## src/rtl/bus_arbiter2_pkg.sv

```systemverilog
// bus_arbiter2_pkg: shared FSM states, op encoding, master indices and grant selection for bus_arbiter2.
package bus_arbiter2_pkg;
  typedef enum logic [1:0] {ST_IDLE, ST_WAIT, ST_RESP} state_e;
  typedef enum logic {OP_RD = 1'b0, OP_WR = 1'b1} op_e;
  localparam logic M0 = 1'b0;
  localparam logic M1 = 1'b1;
  function automatic logic pick(input logic v0, input logic v1, input logic last, input logic rr);
    return (v0 && v1) ? (rr ? ~last : M0) : v1;
  endfunction
endpackage

```

## src/rtl/bus_arbiter2_slot.sv

```systemverilog
// arb_req_slot: per-master request latch; ports: master we/rd/a/d in, done/spo from arbiter, held a/d/op, valid, spo, ready out.
module arb_req_slot
  import bus_arbiter2_pkg::*;
#(
  parameter int AW = 32,
  parameter int DW = 32
) (
  input  logic          clk,
  input  logic          rst,
  input  logic          we_i,
  input  logic          rd_i,
  input  logic [AW-1:0] a_i,
  input  logic [DW-1:0] d_i,
  input  logic          done_i,
  input  logic [DW-1:0] spo_i,
  output logic          valid_o,
  output logic [AW-1:0] a_o,
  output logic [DW-1:0] d_o,
  output op_e           op_o,
  output logic [DW-1:0] spo_o,
  output logic          ready_o
);
  logic          ready_q, ready_d, acc;
  logic [AW-1:0] a_q, a_d;
  logic [DW-1:0] d_q, d_d, spo_q, spo_d;
  op_e           op_q, op_d;
  always_comb begin
    acc     = ready_q && (we_i || rd_i);
    ready_d = acc ? 1'b0 : done_i ? 1'b1 : ready_q;
    a_d     = acc ? a_i : a_q;
    d_d     = acc ? d_i : d_q;
    op_d    = acc ? (we_i ? OP_WR : OP_RD) : op_q;
    spo_d   = (done_i && op_q == OP_RD) ? spo_i : spo_q;
  end
  always_ff @(posedge clk) begin
    if (rst) begin
      ready_q <= 1'b1;
      a_q     <= '0;
      d_q     <= '0;
      op_q    <= OP_RD;
      spo_q   <= '0;
    end else begin
      ready_q <= ready_d;
      a_q     <= a_d;
      d_q     <= d_d;
      op_q    <= op_d;
      spo_q   <= spo_d;
    end
  end
  assign valid_o = ~ready_q;
  assign a_o     = a_q;
  assign d_o     = d_q;
  assign op_o    = op_q;
  assign spo_o   = spo_q;
  assign ready_o = ready_q;
endmodule

```

## src/rtl/bus_arbiter2.sv

```systemverilog
// bus_arbiter2: two-master to one-target bus arbiter.
// Ports: clk, rst (sync, active-high); per master mN_a/mN_d/mN_we/mN_rd in, mN_spo/mN_ready out;
// downstream a/d/we/rd out, spo/ready in. Define ARB_ROUND_ROBIN_EN for alternating grant,
// otherwise m0 has fixed priority.
module bus_arbiter2
  import bus_arbiter2_pkg::*;
#(
  parameter int AW = 32,
  parameter int DW = 32
) (
  input  logic          clk,
  input  logic          rst,
  input  logic [AW-1:0] m0_a,
  input  logic [DW-1:0] m0_d,
  input  logic          m0_we,
  input  logic          m0_rd,
  output logic [DW-1:0] m0_spo,
  output logic          m0_ready,
  input  logic [AW-1:0] m1_a,
  input  logic [DW-1:0] m1_d,
  input  logic          m1_we,
  input  logic          m1_rd,
  output logic [DW-1:0] m1_spo,
  output logic          m1_ready,
  output logic [AW-1:0] a,
  output logic [DW-1:0] d,
  output logic          we,
  output logic          rd,
  input  logic [DW-1:0] spo,
  input  logic          ready
);
`ifdef ARB_ROUND_ROBIN_EN
  localparam logic RR = 1'b1;
`else
  localparam logic RR = 1'b0;
`endif
  logic          s0_valid, s1_valid;
  logic [AW-1:0] s0_a, s1_a;
  logic [DW-1:0] s0_d, s1_d;
  op_e           s0_op, s1_op, win_op;
  state_e        state_q, state_d;
  logic          gnt_q, gnt_d, last_q, last_d;
  logic [AW-1:0] a_q, a_d;
  logic [DW-1:0] d_q, d_d;
  logic          issue, win, done;
  arb_req_slot #(.AW(AW), .DW(DW)) u_slot0 (
    .clk(clk), .rst(rst), .we_i(m0_we), .rd_i(m0_rd), .a_i(m0_a), .d_i(m0_d),
    .done_i(done && gnt_q == M0), .spo_i(spo), .valid_o(s0_valid), .a_o(s0_a),
    .d_o(s0_d), .op_o(s0_op), .spo_o(m0_spo), .ready_o(m0_ready)
  );
  arb_req_slot #(.AW(AW), .DW(DW)) u_slot1 (
    .clk(clk), .rst(rst), .we_i(m1_we), .rd_i(m1_rd), .a_i(m1_a), .d_i(m1_d),
    .done_i(done && gnt_q == M1), .spo_i(spo), .valid_o(s1_valid), .a_o(s1_a),
    .d_o(s1_d), .op_o(s1_op), .spo_o(m1_spo), .ready_o(m1_ready)
  );
  // The issue cycle is the IDLE exit: a/d come straight from the winning slot, then a_q/d_q hold them.
  always_comb begin
    issue   = state_q == ST_IDLE && (s0_valid || s1_valid);
    win     = pick(s0_valid, s1_valid, last_q, RR);
    win_op  = win ? s1_op : s0_op;
    a       = issue ? (win ? s1_a : s0_a) : a_q;
    d       = issue ? (win ? s1_d : s0_d) : d_q;
    we      = issue && win_op == OP_WR;
    rd      = issue && win_op == OP_RD;
    done    = state_q == ST_WAIT && ready;
    state_d = issue ? ST_WAIT : done ? ST_RESP : (state_q == ST_RESP) ? ST_IDLE : state_q;
    gnt_d   = issue ? win : gnt_q;
    last_d  = done ? gnt_q : last_q;
    a_d     = a;
    d_d     = d;
  end
  always_ff @(posedge clk) begin
    if (rst) begin
      state_q <= ST_IDLE;
      gnt_q   <= M0;
      last_q  <= M0;
      a_q     <= '0;
      d_q     <= '0;
    end else begin
      state_q <= state_d;
      gnt_q   <= gnt_d;
      last_q  <= last_d;
      a_q     <= a_d;
      d_q     <= d_d;
    end
  end
endmodule
```

## config.mk

```make
export PLATFORM = sky130hd
export DESIGN_NAME = bus_arbiter2
export DESIGN_NICKNAME = d
export VERILOG_FILES = /design/src/rtl/bus_arbiter2_pkg.sv /design/src/rtl/bus_arbiter2_slot.sv /design/src/rtl/bus_arbiter2.sv
export SDC_FILE = /design/constraint.sdc
export NUM_CORES = 1
export LEC_CHECK = 0
export ABC_CLOCK_PERIOD_IN_PS = 4500
export BUFFER_PORTS_ARGS = -buffer_cell sky130_fd_sc_hd__buf_4
export CAP_MARGIN = 20
export CORE_ASPECT_RATIO = 1.5
export CORE_UTILIZATION = 45
export CTS_CLUSTER_DIAMETER = 200
export DETAILED_ROUTE_END_ITERATION = 16
export PLACE_DENSITY = 0.75
export RECOVER_POWER = 100
export SYNTH_ARGS = -nofsm -noshare
export SYNTH_HDL_FRONTEND = slang
export SYNTH_SLANG_ARGS = --single-unit
```

## constraint.sdc

```tcl
create_clock -name clk -period 4.5 [get_ports clk]
set_clock_uncertainty 0.15 [all_clocks]
set_input_delay 0.45 -clock clk [delete_from_list [all_inputs] [get_ports clk]]
set_output_delay 0.45 -clock clk [all_outputs]
set_load 0.1 [all_outputs]
```

### Word level (Yosys, flattened, before mapping)

Index checks and enable logic that the tools add are counted.

* eq/ne operators: 2
* mux-type cells: 15
* bitwise operators: 6
* reductions and logical operators: 20

Operators by type and width (count)
* $mux 32: 4
* $logic_and 1x1->1: 11
* $mux 1: 9
* $not 1->1: 6
* $reduce_bool 2->1: 3
* $mux 2: 2
* $logic_or 1x1->1: 3
* $reduce_bool 3->1: 1
* $eq 2x1->1 const B: 1
* $eq 2x2->1 const B: 1
* $logic_not 2->1: 1
* $reduce_or 2->1: 1

* flip-flop bits (word level): 263
* input port bits: 167
* word-level logic and storage cells: 58

### Depth between registers and ports, before layout

* depth after elaboration: 6
* gate-level depth with buffers: 6
* mapped depth without buffers: 3

### Cells and area by module

A second synthesis with hierarchy kept.

* cells, all modules: 1246
* area total of the unflattened synthesis: 10313.6 µm²

Modules (own cells, without submodules)
* arb_req_slot: times used 2, cells each 427, area an instance 3512.1 µm²
* bus_arbiter2: times used 1, cells each 392, area an instance 3289.4 µm²

### Least setup slack after synthesis

OpenSTA, ideal clock, no wires.

* kind: register to output
* start point: reg u_slot0.ready_q (netlist: u_slot0.ready_o)
* end point: out d[30]
* arrival time: 3.108 ns
* data required time: 3.900 ns
* path slack: 0.792 ns
* stages on the path, launching flop included: 5
* buffers on the path: 2
* cells stage by stage: dfxtp_1 -> a211oi_2 -> buf_4 -> buf_4 -> a21oi_1

* word-level cells in the longest chain between the ends: 5
* elaborated cells between the ends (all ways): 7
* classes of those cells: 3 x mux; 1 x bitwise; 3 x reduce/logical

Ends and longest elaborated chain
* from (decl): line bus_arbiter2_slot.sv:23 `logic ready_q, ready_d, acc;`
* from (signal assigned): line bus_arbiter2_slot.sv:43 `ready_q <= ready_d;`
* $not 1->1 (*): line bus_arbiter2_slot.sv:50 `assign valid_o = ~ready_q;`
* $logic_and 1x1->1: line bus_arbiter2_pkg.sv:8 `return (v0 && v1) ? (rr ? ~last : M0) : v1;`
* $mux 1: line bus_arbiter2_pkg.sv:8
* $mux 32: line bus_arbiter2.sv:62 `d = issue ? (win ? s1_d : s0_d) : d_q;`
* $mux 32 (*): line bus_arbiter2.sv:62
* to (decl): line bus_arbiter2.sv:26 `output logic [DW-1:0] d,`

Every way passes the cells marked *; elsewhere a longest branch is shown, timed or not.

### Worst setup path after layout

* start point: reg u_slot0.ready_q (netlist: u_slot0.ready_o)
* end point: out a[15]

* word-level cells in the longest chain between the ends: 5
* elaborated cells between the ends (all ways): 7
* classes of those cells: 3 x mux; 1 x bitwise; 3 x reduce/logical

Ends and longest elaborated chain
* $not 1->1 (*): line bus_arbiter2_slot.sv:50
* $logic_and 1x1->1: line bus_arbiter2_pkg.sv:8
* $mux 1: line bus_arbiter2_pkg.sv:8
* $mux 32: line bus_arbiter2.sv:61 `a = issue ? (win ? s1_a : s0_a) : a_q;`
* $mux 32 (*): line bus_arbiter2.sv:61
* to (decl): line bus_arbiter2.sv:25 `output logic [AW-1:0] a,`

Marks and branches as above.

==> impl_results.md <==
* Worst setup SP type: flop
* Flops & latches, synth at 263
* Vias in the first global route at approximately 9500
* Antenna violations before repair at 1
* Hold Path Origin: m1_a[31]
* Die width at roughly 130 microns
* Vias/cell at 5.14
* Post-DRT Antenna Nets at 0
* Gpl congestion at approximately 0.84
* Layout cells sized above 1 at 0.213
* I/O Pins at 299
* Post-CTS setup buffer count at 0
* Fillers at 2258
* Endpoints failing setup at 0
* Rel. slew slack at -0.999
* Hold Slack at 0.0213 ns
* Worst setup EP type: primary output
* Crit path kind: reg2out
* Crit path max fanout at 65
* CTS Buffer Depth at 3
* PortBufs at 298
* Gr usage total at 0.242
* First-pass GRT wire length at ~48000 microns
* Die area at 24900 sq um
* Endpoint of the worst register-to-register path: u_slot0.a_o[24]
* Worst Tran Pin Value at ~3 ns
* Overall power at 7.24 mW
* Hpwl dp at 20400 microns
* WL per Instance at 16.8 microns
* Synth Net Count at 1428
* Iteration-0 DRC Markers at approximately 360
* Failing checks: max-capacitance violations, max-slew violations
* Hold/Removal Path Class: in2reg
* Max-Cap Viols at 2
* Final period utilization at 0.900
* Final hold viol count at 0
* Unrepaired setup endpoints after global routing: no
* Slew Limit Fails at 217
* Total number of vias at 9454
* Hold Path Sink: u_slot1.a_o[31]
* Synth Area per Inst at between 8 and 9 sq um
* VDD IR max at 0.333 mV
* Area growth from synthesis to layout at 25.0%
* Residual DRC count at 0
* R2R Path Start: u_slot0.ready_o
* Critical path arrival at around 3.5 ns
* Clk_lat worst skew at 0.52 ns
* R2r worst-path depth at 5
* Synth cell types at 25
* Row cnt at 69
* Status: finished with violations
* Die height at 193 microns
* GRT Residual Overflow at 0
* Clk root buf: clkbuf_16
* Fin util at 0.574
* Clock-pin slew on the worst setup and hold paths at roughly 0.070 ns
* Register-to-Register Setup Slack at 0.67 ns
* Initial core utilization at 0.459
* TritonCTS clock tree: done
* Seq/Total Area, Yosys at 0.483
* Mapped Cells at between 1000 and 1500
* Placeable Area at 23700 sq um
* Synth Warn # at 0
* Num CTS Buffers at 26
* DRT Pass-1 Iters at 4
* Setup TNS at 0 ns
* Synth Cell Area at about 11000 sq um
* Final #Nets at 1665
* H-tree levels at 1
* Hold path depth at 3
* Leakage at 5.94 nW
* Worst Path Required at 3.90 ns
* Fmax at roughly 0.25 GHz
* Pwr Density at 531 nW/um^2
* Largest net degree at the start of global routing at 176
* Final wirelength at 30800 microns
* Fin crit period at 4.05 ns
* CTS Sinks at 263
-- critical path, cell delays in order (launching register included) --
cell and delay [ns]:
dfxtp_2 0.76, a211o_4 0.96, a211oi_2 0.07, nor2_1 0.19, clkbuf_1 0.88
-- what timing repair did --
action,4_1_cts,5_1_grt
endpoints found under the hold margin,1,0
resized for setup,0,0
hold buffers,1,0
-- power by group --
part           internal, mW  switching (mW)
logic                 0.491            1.96
registers              2.53           0.105
clock network          1.25           0.906
total                  4.27            2.97
-- kinds of logic (layout without fill, tap and decap cells) --
| kind of cell | after synthesis | count (layout) | share of synthesized area |
|---|---|---|---|
| buffers and inverters | 103 | 360 | 0.0468 |
| AOI/OAI and AO/OA | 207 | 207 | 0.135 |
| muxes | 66 | 66 | 0.0606 |
| and+or+nand+nor | 622 | 622 | 0.275 |
| other | 0 | 1 | 0 |
| DFF | 263 | 263 | 0.483 |
-- layer usage --
metal,track usage,vias to the layer above,share of wire
met5,0,-,0
met4,0.119,0,0.046
met3,0.0430,84,0.058
met2,0.443,325,0.50
met1,0.266,4355,0.39
li1,-,4690,-
-- cell type report --
type                    instances  area [sq um]  share of cell area
flip-flops and latches        263          5270               0.386
multi-input cells             895          5180               0.380
repair buffers                311          1930               0.141
clock buffers                  42           782              0.0574
well taps                     319           399              0.0293
clock inverters                 6          65.1             0.00477
inverters                       1          3.75            0.000275
diodes                          1          2.50            0.000184
-- state kept, by name, summed over array words and instances, names as in the netlist --
register / count
a_q: 32
u_slot1.op_o: 1
u_slot1.d_o: 32
d_q: 32
u_slot0.a_o: 32
u_slot0.ready_o: 1
u_slot0.d_o: 32
u_slot0.op_o: 1
gnt_q: 1
u_slot1.spo_o: 32
u_slot0.spo_o: 32
state_q: 2
u_slot1.ready_o: 1
u_slot1.a_o: 32
-- through the flow --
stage | cells | setup slack, ns | cell area, sq um
5_1_grt | 1838 | 0.294 | 13600
3_3_place_gp | 1788 | 1.35 | 13200
2_1_floorplan | 1261 | 0.792 | 10900
4_1_cts | 1837 | 0.710 | 14100
3_5_place_dp | 1788 | 1.31 | 13200
6_report | 1838 | 0.449 | 13600
-- layout by cell type, fill, tap and decap left out, types with 2 or more instances in the layout --
cell type / instances
nor3_1: 66
nand2b_1: 96
clkbuf_2: 44
dfxtp_1: 261
o21ai_4: 2
clkbuf_8: 5
a211oi_2: 50
clkinv_2: 3
nand3b_1: 2
dfxtp_2: 2
buf_4: 181
mux2i_1: 66
nand2_1: 260
a21oi_1: 134
clkbuf_16: 27
nor2_1: 130
and3b_1: 64
a211oi_1: 14
clkbuf_1: 93
-- cell usage after synthesis --
cell / n / share of area
o21ai_1: 1 / 0.00046
o31ai_1: 1 / 0.00069
nor2_1: 130 / 0.045
a211oi_1: 14 / 0.0096
buf_1: 1 / 0.00034
and3b_1: 64 / 0.051
o21a_1: 2 / 0.0014
dfxtp_1: 263 / 0.48
buf_2: 30 / 0.014
inv_1: 1 / 0.00034
buf_4: 23 / 0.016
clkbuf_1: 48 / 0.017
nand2_1: 260 / 0.090
nor3_2: 1 / 0.00092
a211o_1: 1 / 0.00080
mux2i_1: 66 / 0.061
nand2b_1: 97 / 0.056
o21bai_1: 1 / 0.00069
nor3b_1: 1 / 0.00069
and2_1: 1 / 0.00057
nor3_1: 66 / 0.030
a211oi_2: 51 / 0.059
nand3b_1: 2 / 0.0014
a21oi_1: 134 / 0.062
o21ai_0: 2 / 0.00092
-- how the worst max path moves through the flow --
stage                          from     to  slack [ns]  depth (start not counted)
finish              u_slot0.ready_o  a[15]        0.45                          4
global route        u_slot0.ready_o  d[19]        0.29                          4
CTS                 u_slot1.ready_o  a[31]        0.71                          5
detailed placement  u_slot1.ready_o  a[29]        1.31                          5
global placement    u_slot1.ready_o  a[29]        1.35                          5
floorplan           u_slot0.ready_o  d[30]        0.79                          4
No activity file was read; power rests on OpenSTA's default activity.
